==> config.mk <==
export PLATFORM = sky130hd
export DESIGN_NAME = iob_vexriscv_dbus_bridge
export DESIGN_NICKNAME = d
export VERILOG_FILES = /design/src/rtl/iob_vexriscv_dbus_bridge.sv
export SDC_FILE = /design/constraint.sdc
export NUM_CORES = 1
export LEC_CHECK = 0
export BUFFER_PORTS_ARGS = -buffer_cell sky130_fd_sc_hd__buf_2
export CORE_MARGIN = 3
export CORE_UTILIZATION = 50
export CTS_CLUSTER_DIAMETER = 50
export DETAILED_ROUTE_END_ITERATION = 6
export PLACE_DENSITY = 0.85
export SETUP_SLACK_MARGIN = 0.3
export SYNTH_ARGS = -nofsm -noshare
export SYNTH_HDL_FRONTEND = slang
export SYNTH_SLANG_ARGS = --single-unit
==> constraint.sdc <==
create_clock -name clk -period 6.8 [get_ports clk]
set_input_delay 0.68 -clock clk [delete_from_list [all_inputs] [get_ports clk]]
set_output_delay 0.68 -clock clk [all_outputs]
set_load 0.1 [all_outputs]
==> src/rtl/iob_vexriscv_dbus_bridge.sv <==
// Registered bridge from the VexRiscv dBus cmd/rsp port to the IOb native bus.
// One outstanding IOb request; loads get a response, misaligned stores are dropped.
module iob_vexriscv_dbus_bridge #(
    parameter int ADDR_W = 32,
    parameter int DATA_W = 32
) (
    input  logic                  clk,
    input  logic                  rst,
    input  logic                  dbus_cmd_valid,
    output logic                  dbus_cmd_ready,
    input  logic                  dbus_cmd_wr,
    input  logic [ADDR_W-1:0]     dbus_cmd_address,
    input  logic [DATA_W-1:0]     dbus_cmd_data,
    input  logic [1:0]            dbus_cmd_size,
    output logic                  dbus_rsp_ready,
    output logic                  dbus_rsp_error,
    output logic [DATA_W-1:0]     dbus_rsp_data,
    output logic                  m_valid,
    output logic [ADDR_W-1:0]     m_address,
    output logic [DATA_W-1:0]     m_wdata,
    output logic [DATA_W/8-1:0]   m_wstrb,
    input  logic [DATA_W-1:0]     m_rdata,
    input  logic                  m_ready,
    output logic                  wr_err
);

    localparam logic [1:0] IDLE = 2'd0;
    localparam logic [1:0] REQ  = 2'd1;
    localparam logic [1:0] ERR  = 2'd2;

    logic [1:0]          state;
    logic [ADDR_W-1:0]   addr_q;
    logic [DATA_W-1:0]   data_q;
    logic                wr_q;
    logic [3:0]          mask_q;
    logic [3:0]          mask;
    logic                misaligned;
    logic                accept;

    // ERR is the cycle the error response is presented; it is also free to
    // accept the next command, so an erroneous load is ready again at t+1.
    assign dbus_cmd_ready = (state != REQ);
    assign accept         = dbus_cmd_valid & dbus_cmd_ready;
    assign m_valid        = (state == REQ);
    assign m_address      = addr_q;
    assign m_wdata        = data_q;
    assign m_wstrb        = (m_valid && wr_q) ? mask_q : '0;

    always_comb begin
        mask       = 4'b1111;
        misaligned = 1'b0;
        case (dbus_cmd_size)
            2'd0: mask = 4'b0001 << dbus_cmd_address[1:0];
            2'd1: begin
                mask       = 4'b0011 << dbus_cmd_address[1:0];
                misaligned = dbus_cmd_address[0];
            end
            2'd2: misaligned = (dbus_cmd_address[1:0] != 2'b00);
            default: misaligned = 1'b1;
        endcase
    end

    always_ff @(posedge clk or posedge rst) begin
        if (rst) begin
            state          <= IDLE;
            addr_q         <= '0;
            data_q         <= '0;
            wr_q           <= 1'b0;
            mask_q         <= '0;
            dbus_rsp_ready <= 1'b0;
            dbus_rsp_error <= 1'b0;
            dbus_rsp_data  <= '0;
            wr_err         <= 1'b0;
        end else begin
            dbus_rsp_ready <= 1'b0;
            case (state)
                IDLE, ERR: begin
                    state <= IDLE;
                    if (accept) begin
                        if (misaligned) begin
                            if (dbus_cmd_wr) begin
                                wr_err <= 1'b1;
                            end else begin
                                state          <= ERR;
                                dbus_rsp_ready <= 1'b1;
                                dbus_rsp_error <= 1'b1;
                                dbus_rsp_data  <= '0;
                            end
                        end else begin
                            state  <= REQ;
                            addr_q <= dbus_cmd_address;
                            data_q <= dbus_cmd_data;
                            wr_q   <= dbus_cmd_wr;
                            mask_q <= mask;
                        end
                    end
                end
                REQ: begin
                    if (m_ready) begin
                        state <= IDLE;
                        if (!wr_q) begin
                            dbus_rsp_ready <= 1'b1;
                            dbus_rsp_error <= 1'b0;
                            dbus_rsp_data  <= m_rdata;
                        end
                    end
                end
                default: state <= IDLE;
            endcase
        end
    end

endmodule
==> impl_metrics.toml <==
[status]
status = "finished, final reports clean"

[logic_synthesis]
synth_area_leaders = "dfrtp_1, mux2_4, nand2_1"
syn_area_per_cell_um2 = 13.39
yosysTopAreaCellShare = 0.6042
yosysTopAreaCell = "dfrtp_1"
synth_edf_count = 0
synth_commonest_cells = "dfrtp_1, nand2_1, mux2_4"
synth_flop_cell = "dfrtp_1"
seq_area_frac_synth = 0.6042
async_flop_share = 1.000
ys_ff_latch = 106
synthesis.area_um2 = 4390
syn_nets = 431
synth_cell_type_count = 34
ys_warn_count = 0
syn_inst = 328
synth.most_common_cell = "dfrtp_1"

[final_layout]
final_core_util = 0.6771
nets = 632
drive_gt1_frac = 0.5524
area_growth_pct = 29.27
fillers = 617
n_antenna_cell = 0

[clock_tree]
clock-root-buffer = "clkbuf_8"
postCtsHoldBufs = 0
cts-resized-gates = 0
cts_buffer_depth = 2
cts_made_buffers = 9
path_clk_slew_ps = 90
postCtsSetupBuffers = 0
cts_tree = "done"
h-tree-depth = 3
clk_latency_ps = 350
clock-sinks = 106

[sta]
slew_viol_final = 0
period_minus_slack_ps = 2365
setup_viol = 0
finalHoldViolations = 0
setup_tns_ps = 0
rsz0062_at_grt = "no"
fin_ws_ps = 4435
worst_pin_slew_ps = 1177
clock_skew_ps = 10.54
timing.slew.headroom = 0.2126
max_freq_ghz = 0.4228
period_share = 0.3478

[floorplan]
initial_utilization = 0.5238
ios = 208
coreArea_um2 = 8382
dieArea_um2 = 9941
die_h_um = 99.71
die_w_um = 99.71
row_count = 33

[detailed_routing]
drt-total-wl_mm = 10.53
first_pass_iters = 5
drt_iter0_drc = 98
vias_per_cell = 5.149
wl_per_cell_um = 16.47
vias = 3290
route.detailed.drc = 0
ant_nets = 0

[grt]
grt.total_usage = 0.2174
antenna_found_initial = 0
grt_pass1_wl_mm = 17.02
grt_pass1_vias = 3370
gr-total-overflow = 0
grt_max_degree = 57

[placement]
pre_cts_slack_ps = 4083
place_congestion = 0.7643
numPortBuffers = 207
hpwl_mm = 7.763

[run]
maxCapViolations = 0

[power_and_ir_drop]
p_leak_nw = 3.036
pwr-share-comb = 0.556
swShare = 0.5622
switching_power_w = 0.001597
power_density_nw_per_um2 = 500.6
p_seq_frac = 0.307
irDropWorstVdd_mv = 0.4085
p_clk_frac = 0.136
power.internal_w = 0.001244

[setup_path]
cp.required_ps = 6120
worstReg2RegStart = "state[0]$_DFFE_PP0N_"
timing.rr.end = "dbus_rsp_data[19]$_DFFE_PP0P_"
path_max_fanout = 5
rrSetupSlack_ps = 4580
start_kind = "flip-flop"
critPathKind = "flip-flop to output pin"
reg2reg_depth = 3
endpoint_kind = "output pin"
crit_arrival_ps = 1690

[hold_path]
hold_class = "input pin to asynchronous set/reset pin"
-- state kept, by name (all words and copies together), names as in the netlist --
signal	count
m_address	32
wr_q	1
dbus_rsp_data	32
wr_err	1
mask_q	4
dbus_rsp_ready	1
dbus_rsp_error	1
state	2
m_wdata	32
-- layout make-up --
cell class | instances | area [um^2] | share of cell area
sequential | 106 | 2653 | 0.4674
multi-input combinational | 198 | 1615 | 0.2846
clock inverter | 4 | 51.30 | 0.009039
clock buffer | 12 | 145.1 | 0.02557
inverter | 3 | 13.76 | 0.002425
timing repair buffer | 211 | 1066 | 0.1878
tap | 105 | 131.4 | 0.02315
-- metal layers --
layer  share of wire  GRT usage  up-vias
met3           0.089    0.07153       23
li1                -          -     1517
met5               0          0        -
met2            0.49     0.3504      158
met4           0.020    0.07248        0
met1            0.40     0.2775     1592
-- placed cells by master (no fill, tap or decap), types with 2 or more instances in the layout --
cell	netlist	final
o41ai_1	2	2
o21ai_0	33	33
and3_1	4	4
nand2b_1	4	4
a21o_1	2	2
clkbuf_8	0	10
a221o_1	2	2
buf_2	6	207
o21ai_2	2	2
nand2_1	67	67
inv_1	3	2
buf_4	0	4
mux2_4	49	49
mux2_2	15	15
dfrtp_1	106	106
clkbuf_1	7	2
-- critical path, stage by stage, from the launching register on --
cell	delay [ps]
dfrtp_1	420
nand2b_1	210
inv_1	120
and3_1	160
buf_2	430
-- cells by family (layout without fill, tap and decap cells) --
kind of cell              Yosys count  count (layout)  share of synthesized area
DFF                               106             106                     0.6042
and+or+nand+nor                    84              84                    0.08435
muxes                              64              64                     0.2060
AOI/OAI and AO/OA                  49              49                    0.07039
buffers and inverters              24             230                    0.03306
xor gates and xnor gates            1               1                   0.001995
-- through the flow --
stage / area (um^2) / std cells / hold WS [ps] / total power (W)
2_1_floorplan: 4390 / 328 / 458.2 / 0.002215
3_3_place_gp: 5479 / 623 / 439.7 / 0.002446
3_5_place_dp: 5479 / 623 / 449.3 / 0.002472
4_1_cts: 5675 / 639 / 414.9 / 0.002861
5_1_grt: 5675 / 639 / 435.1 / 0.002944
6_report: 5675 / 639 / 397.8 / 0.002841
-- worst max-delay path by stage --
stage / start / to / slack (ps)
6_report: state[1]$_DFFE_PP0N_ / m_wstrb[3] / 4430
5_1_grt: state[1]$_DFFE_PP0N_ / m_wstrb[3] / 4330
4_1_cts: state[1]$_DFFE_PP0N_ / m_wstrb[0] / 4400
3_5_place_dp: dbus_cmd_size[0] / m_wdata[23]$_DFFE_PP0P_ / 4080
3_3_place_gp: dbus_cmd_size[0] / m_wdata[28]$_DFFE_PP0P_ / 4180
2_1_floorplan: state[1]$_DFFE_PP0N_ / m_wstrb[0] / 3270
-- power by group through the flow --
stage / sequential, W / clock [W] / combinational [W]
global route: 0.000894 / 0.000425 / 0.00163
detailed placement: 0.000884 / 0 / 0.00159
finish: 0.000873 / 0.000388 / 0.00158
CTS: 0.000874 / 0.000398 / 0.00159
floorplan: 0.00196 / 0 / 0.000258
global placement: 0.000876 / 0 / 0.00157
(Power assumes the default switching activity.)
